## config.mk

```make
export PLATFORM = sky130hd
export DESIGN_NAME = mt_mdf
export DESIGN_NICKNAME = d
export VERILOG_FILES = /design/src/rtl/mt_mdf.sv
export SDC_FILE = /design/constraint.sdc
export NUM_CORES = 1
export LEC_CHECK = 0
export ABC_AREA = 0
export ABC_CLOCK_PERIOD_IN_PS = 2500
export BUFFER_PORTS_ARGS = -buffer_cell sky130_fd_sc_hd__buf_2
export CAP_MARGIN = 20
export CORE_MARGIN = 5
export CORE_UTILIZATION = 49
export DETAILED_ROUTE_END_ITERATION = 10
export GPL_TIMING_DRIVEN = 0
export PLACE_DENSITY = 0.72
export SLEW_MARGIN = 0
export SYNTH_ARGS = -nofsm -noshare
export SYNTH_HDL_FRONTEND = slang
export SYNTH_SLANG_ARGS = --single-unit
```

## constraint.sdc

```tcl
create_clock -name clk -period 2.5 [get_ports clk]
set_input_delay 0.75 -clock clk [delete_from_list [all_inputs] [get_ports clk]]
set_output_delay 0.75 -clock clk [all_outputs]
set_load 0.01 [all_outputs]
```

## src/rtl/mt_mdf.sv

```systemverilog
// Maintenance data field generator: loopback FIFO, pattern generator and write sink paced by the MR BPI clock.
// Optional write parity checking is built when MTMDF_PARITY_EN is defined.
module mt_mdf #(
  parameter int DEPTH = 4
) (
  input  logic       clk,
  input  logic       rst,
  input  logic       mtMM,
  input  logic [3:0] mtMOP,
  input  logic       mtBPICLK,
  input  logic [8:0] mtWDATA,
  input  logic       mtWSTB,
  output logic       mtWRDY,
  output logic [8:0] mtRDATA,
  output logic       mtRSTB,
  output logic       mtUNF,
  output logic       mtPERR,
  output logic [8:0] mtMDF
);

  localparam int AW = (DEPTH > 1) ? $clog2(DEPTH) : 1;
  localparam int CW = AW + 1;

  typedef enum logic [1:0] {S_IDLE, S_LOOP, S_PAT, S_WONLY} state_e;

  state_e          state_q, state_d;
  logic            bpi_last_q;
  logic [AW-1:0]   wr_ptr_q, rd_ptr_q;
  logic [CW-1:0]   count_q;
  logic [8:0]      pat_q;
  logic [8:0]      rdata_q, mdf_q;
  logic            rstb_q, unf_q;
  logic [8:0]      mem [DEPTH];

  logic change, full, empty, accept, bpi_edge;
  logic push, pop, underrun, pat_fire;

  // NOTE: every signal assigned in always_comb gets a default first so no latch is inferred.
  always_comb begin
    state_d = S_IDLE;
    if (mtMM) begin
      case (mtMOP)
        4'd1:    state_d = S_LOOP;
        4'd2:    state_d = S_PAT;
        4'd3:    state_d = S_WONLY;
        default: state_d = S_IDLE;
      endcase
    end
  end

  assign change = (state_d != state_q);
  assign full   = (count_q == CW'(DEPTH));
  assign empty  = (count_q == '0);

  // Ready depends only on registered state, so a same-cycle pop never opens a full FIFO.
  always_comb begin
    mtWRDY = 1'b0;
    case (state_q)
      S_LOOP:  mtWRDY = !full;
      S_WONLY: mtWRDY = 1'b1;
      default: mtWRDY = 1'b0;
    endcase
  end

  assign accept   = mtWSTB && mtWRDY;
  assign bpi_edge = mtBPICLK && !bpi_last_q;
  assign push     = accept && (state_q == S_LOOP);
  assign pop      = bpi_edge && (state_q == S_LOOP) && !empty;
  assign underrun = bpi_edge && (state_q == S_LOOP) && empty;
  assign pat_fire = bpi_edge && (state_q == S_PAT);

  // NOTE: the character storage has no reset; the pointers and count define what is valid.
  always_ff @(posedge clk) begin
    if (push) mem[wr_ptr_q] <= mtWDATA;
  end

  // NOTE: sequential state is assigned with non-blocking <= so all registers update together.
  always_ff @(posedge clk or negedge rst) begin
    if (!rst) begin
      state_q    <= S_IDLE;
      bpi_last_q <= 1'b0;
      wr_ptr_q   <= '0;
      rd_ptr_q   <= '0;
      count_q    <= '0;
      pat_q      <= '0;
      rdata_q    <= '0;
      mdf_q      <= '0;
      rstb_q     <= 1'b0;
      unf_q      <= 1'b0;
    end else begin
      state_q    <= state_d;
      bpi_last_q <= mtBPICLK;
      rstb_q     <= pop || pat_fire;
      if (pop)           rdata_q <= mem[rd_ptr_q];
      else if (pat_fire) rdata_q <= pat_q;
      if (accept)        mdf_q   <= mtWDATA;
      else if (pat_fire) mdf_q   <= pat_q;
      // A mode change flushes the FIFO and restarts the flags and pattern.
      if (change) begin
        wr_ptr_q <= '0;
        rd_ptr_q <= '0;
        count_q  <= '0;
        pat_q    <= '0;
        unf_q    <= 1'b0;
      end else begin
        if (push)     wr_ptr_q <= wr_ptr_q + 1'b1;
        if (pop)      rd_ptr_q <= rd_ptr_q + 1'b1;
        if (push && !pop)      count_q <= count_q + 1'b1;
        else if (pop && !push) count_q <= count_q - 1'b1;
        if (pat_fire) pat_q <= pat_q + 1'b1;
        if (underrun) unf_q <= 1'b1;
      end
    end
  end

`ifdef MTMDF_PARITY_EN
  logic perr_q;
  // Characters must carry odd parity over all nine bits.
  always_ff @(posedge clk or negedge rst) begin
    if (!rst)                         perr_q <= 1'b0;
    else if (change)                  perr_q <= 1'b0;
    else if (accept && !(^mtWDATA))   perr_q <= 1'b1;
  end
  assign mtPERR = perr_q;
`else
  assign mtPERR = 1'b0;
`endif

  assign mtRDATA = rdata_q;
  assign mtRSTB  = rstb_q;
  assign mtUNF   = unf_q;
  assign mtMDF   = mdf_q;

endmodule

```

==> flow_summary.yaml, run 1 <==
status:
  status: "finished, final reports clean"
logic_synthesis:
  yosysTopAreaCellShare: 0.325
  synth_cell_types: 48
  syn_area_per_cell_um2: 14.0
  synth_top_cell_by_area: "edfxtp_1"
  syn_nets: 261
  synth_edf_count: 36
  synth_area_um2: 3330
  synth_area_leaders: "edfxtp_1 (32%), dfrtp_1 (29%), mux4_2 (6.1%), mux2i_1 (3.3%), a221o_1 (2.7%)"
  synth_flop_cell: "dfrtp_1"
  seq_area_frac_synth: 0.618
  async_reset_ff_frac: 0.520
  yosysWarnings: 0
  syn_inst: 237
  synth_seq_cells: 75
place:
  placed_cells: 355
  dpl-instance-area_um2: 3620
  gp_congestion: 0.821
  dpl_worst_slack_ns: 0.0597
  numPortBuffers: 38
  hpwl_um: 4560
cells_and_area:
  stdcell_count: 371
  fill_cells: 545
  multi_input_area_um2: 1180
  design_area_um2: 3860
  final_common_cell: "buf_2"
  synthToLayoutAreaGrowth_pct: 15.9
  utilization: 0.574
  mostFrequentLayoutCells: "buf_2 (41), dfrtp_1 (39), edfxtp_1 (36)"
  drive_gt1_frac: 0.289
  antenna_cells: 0
  seqCellArea_um2: 2060
  fin_nets: 310
timing:
  fin_skew_ns: 0.00928
  setup_viol: 0
  fin_ws_ns: 0.212
  fin_crit_ns: 2.29
  finalHoldViolCount: 0
  max_slew_margin: 0.431
  rsz0062_at_grt: "false"
  whs_ns: 0.499
  worst_pin_slew_ns: 0.854
  maxSlewViolCount: 0
  period_share: 0.915
  setup_tns_ns: 0
  max_clock_freq_mhz: 437
routing:
  drt_iter0_drc: 136
  drtPass1Iterations: 4
  routed_via_density: 5.58
  ant_nets: 0
  vias: 2072
  drc: 0
  routedWlPerCell_um: 17.7
  wirelength_um: 6560
die:
  io_pins: 40
  rows: 30
  die_w_um: 92.4
  die_y_um: 92.4
  start_util: 0.495
  die_area_um2: 8540
  core_area_um2: 6720
clocking:
  htreeDepth: 3
  cts_tree: "yes"
  clockBufferDepth: 2
  cts_setup_buffers: 0
  ctsResizeCount: 0
  ctsHoldBuffers: 0
  cts_inserted_buffers: 9
  clk_pin_slew_ns: 0.07
  cts_root_buffer: "clkbuf_8"
  cts.sinks: 75
  clkLatencyLatePin_ns: 0.35
setup_path:
  crit_slowest_cell: "nor4b_2"
  cp_slowest_stage_delay_ns: 0.50
  arrival_ns: 1.54
  r2r.worst_path.cells: 6
  critPathTopFamily: "simple AND/OR/NAND/NOR gates"
  cp_cell_sequence: "nor4b_2 -> nor2b_1 -> buf_2"
  required_ns: 1.75
  timing.rr.end: "count_q[2]"
  critPathLaunchType: "flip-flop"
  cp-end-kind: "output pin"
  critPathBufInv: 1
  worstSetupPathType: "flip-flop to output pin"
  crit_fanout: 6
  rr_startpoint: "count_q[1]"
  reg2reg_slack_ns: 0.31
global_routing:
  grt_use_total: 0.168
  antenna_found_initial: 0
  grt_first_pass_wirelength_um: 10800
  grt_overflow: 0
  grt_max_degree: 40
  grt_pass1_vias: 2083
run:
  drv_cap: 0
power:
  peakVddDrop_mv: 0.460
  leakage_nw: 1.61
  total_power_mw: 2.73
  p_per_area_nw_per_um2: 708
worst_hold_path:
  whs_path_depth: 2
  hp-class: "flip-flop to flip-flop"
  whs_endpoint: "mtUNF"
  min_from: "mtUNF"
## cell families after synthesis
family / Yosys count / share of synthesized area
and+or+nand+nor: 69 / 0.123
other: 1 / 0.00113
buffers and inverters: 17 / 0.0271
DFF: 75 / 0.618
muxes: 20 / 0.0940
adders and majority gates: 6 / 0.0248
xor gates and xnor gates: 9 / 0.0237
AOI/OAI and AO/OA: 40 / 0.0880
## worst min-delay path: stages (launching register included)
cell	delay, ns
dfrtp_1	0.34
a21oi_1	0.04
nor2_1	0.08
## cell type report
cell class | count | share of cell area
sequential | 75 | 0.533
multi-input combinational | 145 | 0.306
timing repair buffer | 38 | 0.0493
clock buffer | 9 | 0.0321
clock inverter | 7 | 0.0302
tap | 80 | 0.0259
buffer | 11 | 0.0175
inverter | 6 | 0.00584
## registers in the layout, summed over array words and instances (netlist names)
name        flops
bpi_last_q      1
count_q         3
mem            36
mtMDF           9
mtRDATA         9
mtRSTB          1
mtUNF           1
pat_q           9
rd_ptr_q        2
state_q         2
wr_ptr_q        2
## report_power, final
part           internal [mW]  leakage [nW]  total [mW]  switching, mW
Sequential              1.35         0.854        1.38         0.0365
Combinational          0.102         0.638       0.237          0.135
Clock                  0.661         0.119        1.11          0.451
## routing by layer
metal	GRT usage	share of wire	wire, um
met1	0.229	0.46	3040
met2	0.259	0.48	3170
met3	0.0349	0.032	211
met4	0.0730	0.021	140
met5	0	0	0
## worst max path at each step
stage / start / to / slack (ns) / cells past startpoint
global placement: mtBPICLK / count_q[2] / 0.09 / 7
floorplan: mtBPICLK / count_q[2] / 0.32 / 6
detailed placement: mtBPICLK / count_q[2] / 0.06 / 7
finish: count_q[1] / mtWRDY / 0.21 / 3
CTS: count_q[1] / mtWRDY / 0.19 / 3
global route: count_q[1] / mtWRDY / 0.13 / 3
## synthesized netlist by cell type (2+ instances only)
cell type,n
dfrtp_1,39
edfxtp_1,36
nand2_1,14
nor2_1,14
o21ai_1,13
mux2i_1,11
a221o_1,9
mux4_2,9
and2_1,8
and3_1,8
a21oi_1,6
xor2_1,6
ha_1,5
inv_1,5
buf_4,4
or3_1,4
buf_2,3
clkbuf_1,3
o21ai_0,3
xnor2_1,3
nand3_1,2
nand3_2,2
nand3b_1,2
nand4_1,2
nor3_1,2
nor3b_1,2
(Power assumes the default switching activity.)
==> run 2, diff against run 1 <==
--- a/config.mk
+++ b/config.mk
@@ -9,11 +9,13 @@
 export ABC_CLOCK_PERIOD_IN_PS = 2500
 export BUFFER_PORTS_ARGS = -buffer_cell sky130_fd_sc_hd__buf_2
 export CAP_MARGIN = 20
+export CELL_PAD_IN_SITES_DETAIL_PLACEMENT = 1
+export CELL_PAD_IN_SITES_GLOBAL_PLACEMENT = 2
 export CORE_MARGIN = 5
-export CORE_UTILIZATION = 49
+export CORE_UTILIZATION = 40
 export DETAILED_ROUTE_END_ITERATION = 10
 export GPL_TIMING_DRIVEN = 0
-export PLACE_DENSITY = 0.72
+export PLACE_DENSITY = 0.81
 export SLEW_MARGIN = 0
 export SYNTH_ARGS = -nofsm -noshare
 export SYNTH_HDL_FRONTEND = slang
==> run 2 against run 1 <==
Core utilization decreased by 10 points. Global-route usage shrank 1.1 points. Cell count grew 6.7%. Flip-flop and latch count is the same. Critical endpoint unchanged. Die area increased by 20%.
==> flow_summary.yaml, run 2 (same netlist as run 1, synthesis figures left out) <==
global_routing:
  grt_pass1_vias: 2228
  grt_overflow: 0
  grt_use_total: 0.157
  grt_max_degree: 40
  antenna_found_initial: 0
  grt_first_pass_wirelength_um: 12100
clocking:
  ctsHoldBuffers: 0
  htreeDepth: 3
  cts_setup_buffers: 0
  clkLatencyLatePin_ns: 0.35
  cts_root_buffer: "clkbuf_8"
  cts_tree: "yes"
  clockBufferDepth: 2
  cts.sinks: 75
  clk_pin_slew_ns: 0.08
  cts_inserted_buffers: 9
  ctsResizeCount: 0
routing:
  drt_iter0_drc: 54
  drtPass1Iterations: 4
  ant_nets: 0
  wirelength_um: 7500
  vias: 2104
  drc: 0
  routedWlPerCell_um: 18.9
  routed_via_density: 5.31
cells_and_area:
  antenna_cells: 0
  largest_reg_flops: 36
  synthToLayoutAreaGrowth_pct: 15.3
  stdcell_count: 396
  fin_nets: 310
  final_common_cell: "buf_2"
  fill_cells: 875
  drive_gt1_frac: 0.289
  mostFrequentLayoutCells: "buf_2 (41), dfrtp_1 (39), edfxtp_1 (36)"
  regMostFlops: "mem"
  multi_input_area_um2: 1180
  seqCellArea_um2: 2060
die:
  die_y_um: 101
  die_w_um: 101
  io_pins: 40
  die_area_um2: 10200
  start_util: 0.407
  rows: 33
  core_area_um2: 8180
setup_path:
  r2r.worst_path.cells: 6
  critPathTopFamily: "simple AND/OR/NAND/NOR gates"
  worstSetupPathType: "flip-flop to output pin"
  crit_fanout: 6
  cp_slowest_stage_delay_ns: 0.53
  reg2reg_slack_ns: 0.35
  timing.rr.end: "count_q[2]"
  required_ns: 1.75
  arrival_ns: 1.58
  rr_startpoint: "state_q[1]"
  critPathBufInv: 1
  critPathLaunchType: "flip-flop"
  crit_slowest_cell: "nor4b_2"
  cp_cell_sequence: "nor4b_2 -> nor2b_1 -> buf_2"
  cp-end-kind: "output pin"
place:
  dpl_worst_slack_ns: 0.0395
  placed_cells: 380
  gp_congestion: 0.718
  numPortBuffers: 38
  hpwl_um: 5220
power:
  p_comb_frac: 0.096
  power_switching_share: 0.271
  peakVddDrop_mv: 0.423
  p_switching_mw: 0.677
  leakage_nw: 1.58
  p_per_area_nw_per_um2: 652
  p_clk_frac: 0.350
  intPower_mw: 1.82
  pwr-share-seq: 0.554
timing:
  max_clock_freq_mhz: 428
  finalHoldViolCount: 0
  fin_skew_ns: 0.0113
  fin_ws_ns: 0.166
  max_slew_margin: 0.393
  worst_pin_slew_ns: 0.911
  maxSlewViolCount: 0
  period_share: 0.934
  fin_crit_ns: 2.33
  rsz0062_at_grt: "false"
  setup_tns_ns: 0
  setup_viol: 0
run:
  drv_cap: 0
worst_hold_path:
  whs_path_depth: 1
  whs_endpoint: "mtRDATA[5]"
  hp-class: "flip-flop to flip-flop"
  min_from: "mtRDATA[5]"
status:
  status: "finished, final reports clean"
-- run 2: cell types whose count changed in the layout (fill, tap and decap cells not counted) --
cell and change:
clkinv_8 +1, inv_6 +1, clkinv_4 +2, clkinv_2 -1
bufinv_16 -3
-- run 2: how the worst max path moves through the flow --
stage | start | to | slack, ns | cells after the start
global placement | mtBPICLK | count_q[2] | 0.07 | 7
floorplan | mtBPICLK | count_q[2] | 0.32 | 6
detailed placement | mtBPICLK | count_q[2] | 0.04 | 7
global route | count_q[1] | mtWRDY | 0.07 | 3
finish | count_q[1] | mtWRDY | 0.17 | 3
CTS | count_q[1] | mtWRDY | 0.14 | 3
-- run 2: layer usage --
metal  track usage  part of all wire  vias up
met2         0.252              0.49       33
li1              -                 -      990
met5             0                 0        -
met1         0.215              0.47     1072
met3        0.0269             0.026        9
met4        0.0583             0.013        0
-- run 2: cell type report --
| cell class | count | share of cell area |
|---|---|---|
| Multi-Input combinational cell | 145 | 0.308 |
| Tap cell | 105 | 0.0342 |
| Buffer | 11 | 0.0176 |
| Timing Repair Buffer | 38 | 0.0496 |
| Sequential cell | 75 | 0.536 |
| Inverter | 6 | 0.00587 |
| Clock buffer | 9 | 0.0323 |
| Clock inverter | 7 | 0.0166 |
-- run 2: stage by stage --
| stage | area, um^2 | util | hold WS, ns | total power, mW |
|---|---|---|---|---|
| floorplan | 3330 | - | 0.454 | 1.54 |
| global placement | 3650 | 0.446 | 0.491 | 1.65 |
| detailed placement | 3650 | 0.446 | 0.499 | 1.66 |
| CTS | 3840 | 0.469 | 0.517 | 2.53 |
| global route | 3840 | 0.469 | 0.548 | 2.61 |
| finish | 3840 | 0.469 | 0.512 | 2.50 |
-- run 2: power by group through the flow --
stage	clock network, mW	registers (mW)	logic [mW]
2_1_floorplan	0	1.42	0.111
3_3_place_gp	0	1.41	0.237
3_5_place_dp	0	1.41	0.245
4_1_cts	0.893	1.39	0.245
5_1_grt	0.948	1.39	0.267
6_report	0.875	1.39	0.239
==> run 3, diff against run 2 <==
--- a/config.mk
+++ b/config.mk
@@ -15,7 +15,7 @@
 export CORE_UTILIZATION = 40
 export DETAILED_ROUTE_END_ITERATION = 10
 export GPL_TIMING_DRIVEN = 0
-export PLACE_DENSITY = 0.81
+export PLACE_DENSITY_LB_ADDON = 0.1
 export SLEW_MARGIN = 0
 export SYNTH_ARGS = -nofsm -noshare
 export SYNTH_HDL_FRONTEND = slang
==> run 3 against run 2 <==
Worst setup slack worse by 0.00075 ns. Combinational power about the same. Wire length up 3.9%. Register-to-register slack worse by 0.04 ns. Cell count unchanged. Critical path depth unchanged. Core utilization up 0.43 points.
==> flow_summary.yaml, run 3 (same netlist as run 1, synthesis figures left out) <==
status:
  status: "finished, final reports clean"
cells_and_area:
  fill_cells: 867
  drive_gt1_frac: 0.289
  synthToLayoutAreaGrowth_pct: 16.4
  largest_reg_flops: 36
  final_common_cell: "buf_2"
  design_area_um2: 3870
  mostFrequentLayoutCells: "buf_2 (41), dfrtp_1 (39), edfxtp_1 (36)"
  regMostFlops: "mem"
  fin_nets: 310
  antenna_cells: 0
die:
  die_area_um2: 10200
  start_util: 0.407
  die_y_um: 101
  die_w_um: 101
  core_area_um2: 8180
  io_pins: 40
  rows: 33
routing:
  drc: 0
  drtPass1Iterations: 4
  drt_iter0_drc: 66
  wirelength_um: 7800
  ant_nets: 0
  routedWlPerCell_um: 19.7
  routed_via_density: 5.30
  vias: 2100
timing:
  setup_viol: 0
  fin_ws_ns: 0.165
  maxSlewViolCount: 0
  fin_skew_ns: 0.00631
  fin_crit_ns: 2.33
  worst_pin_slew_ns: 0.920
  rsz0062_at_grt: "false"
  finalHoldViolCount: 0
  max_slew_margin: 0.386
  whs_ns: 0.502
  setup_tns_ns: 0
  max_clock_freq_mhz: 428
  period_share: 0.934
global_routing:
  grt_overflow: 0
  grt_busiest_layer: "met2"
  grt_first_pass_wirelength_um: 12600
  grt_use_total: 0.165
  antenna_found_initial: 0
  grt_pass1_vias: 2297
  grtUsageMet2: 0.269
  grt_max_degree: 40
  use_met1: 0.219
  gr-usage-met3: 0.0317
power:
  p_comb_frac: 0.090
  p_clk_frac: 0.391
  peakVddDrop_mv: 0.227
  p_switching_mw: 0.654
  pwr-share-seq: 0.519
  leakage_nw: 1.60
  intPower_mw: 2.02
  p_per_area_nw_per_um2: 690
  power_switching_share: 0.245
  total_power_mw: 2.67
setup_path:
  required_ns: 1.75
  crit_fanout: 6
  worstSetupPathType: "flip-flop to output pin"
  arrival_ns: 1.58
  cp-end-kind: "output pin"
  reg2reg_slack_ns: 0.31
  critPathLaunchType: "flip-flop"
run:
  drv_cap: 0
clocking:
  ctsHoldBuffers: 0
  clockBufferDepth: 2
  cts_inserted_buffers: 9
  clkLatencyLatePin_ns: 0.34
  ctsResizeCount: 0
  cts_root_buffer: "clkbuf_8"
  clk_pin_slew_ns: 0.08
  cts.sinks: 75
  htreeDepth: 3
  cts_setup_buffers: 0
  cts_tree: "yes"
place:
  hpwl_um: 5480
  gp_congestion: 0.756
  numPortBuffers: 38
  dpl_worst_slack_ns: 0.00894
  dpl-instance-area_um2: 3650
worst_hold_path:
  hp-class: "flip-flop to flip-flop"
==> run 3: cell types whose count changed in the layout (fill, tap and decap cells not counted) <==
cell,previous run,this run
inv_6,1,2
bufinv_16,0,2
clkinv_4,3,1
clkinv_8,1,0
==> run 3: cell type report <==
cell class	count	area (um^2)	area share
flip-flops and latches	75	2060	0.531
plain buffers	11	67.6	0.0174
inverters	6	22.5	0.00582
clock inverters	7	98.8	0.0255
clock buffers	9	124	0.0320
repair buffers	38	190	0.0491
well taps	105	131	0.0339
multi-input cells	145	1180	0.305
==> run 3: final timing paths <==
path / from / to / cells after the start
max: count_q[1] / mtWRDY / 3
min: mtUNF / mtUNF / 2
max reg2reg: state_q[1] / count_q[2] / 6
min reg2reg: mtUNF / mtUNF / 2
max in group asynchronous: rst / pat_q[6] / 1
min in group asynchronous: rst / mtRDATA[0] / 1
==> run 3: metal layers <==
layer  vias up  routed length (um)
met5         -                   0
met4         0                 110
met3        10                 252
met2        32                3850
met1      1074                3580
li1        984                   -
==> run 3: power by group through the flow <==
stage	clock network [mW]	registers, mW	logic [mW]
2_1_floorplan	0	1.42	0.111
3_3_place_gp	0	1.41	0.241
3_5_place_dp	0	1.41	0.246
4_1_cts	1.08	1.39	0.247
5_1_grt	1.14	1.39	0.269
6_report	1.04	1.39	0.241
==> run 3: worst max-delay path, cell delays in order (launching register included) <==
cell and delay (ns):
dfrtp_1 0.45, nor4b_2 0.53, nor2b_1 0.10, buf_2 0.16
==> run 3: metrics by stage <==
stage               instances   util
CTS                       396  0.474
global route              396  0.474
detailed placement        380  0.446
floorplan                 237      -
finish                    396  0.474
global placement          380  0.446
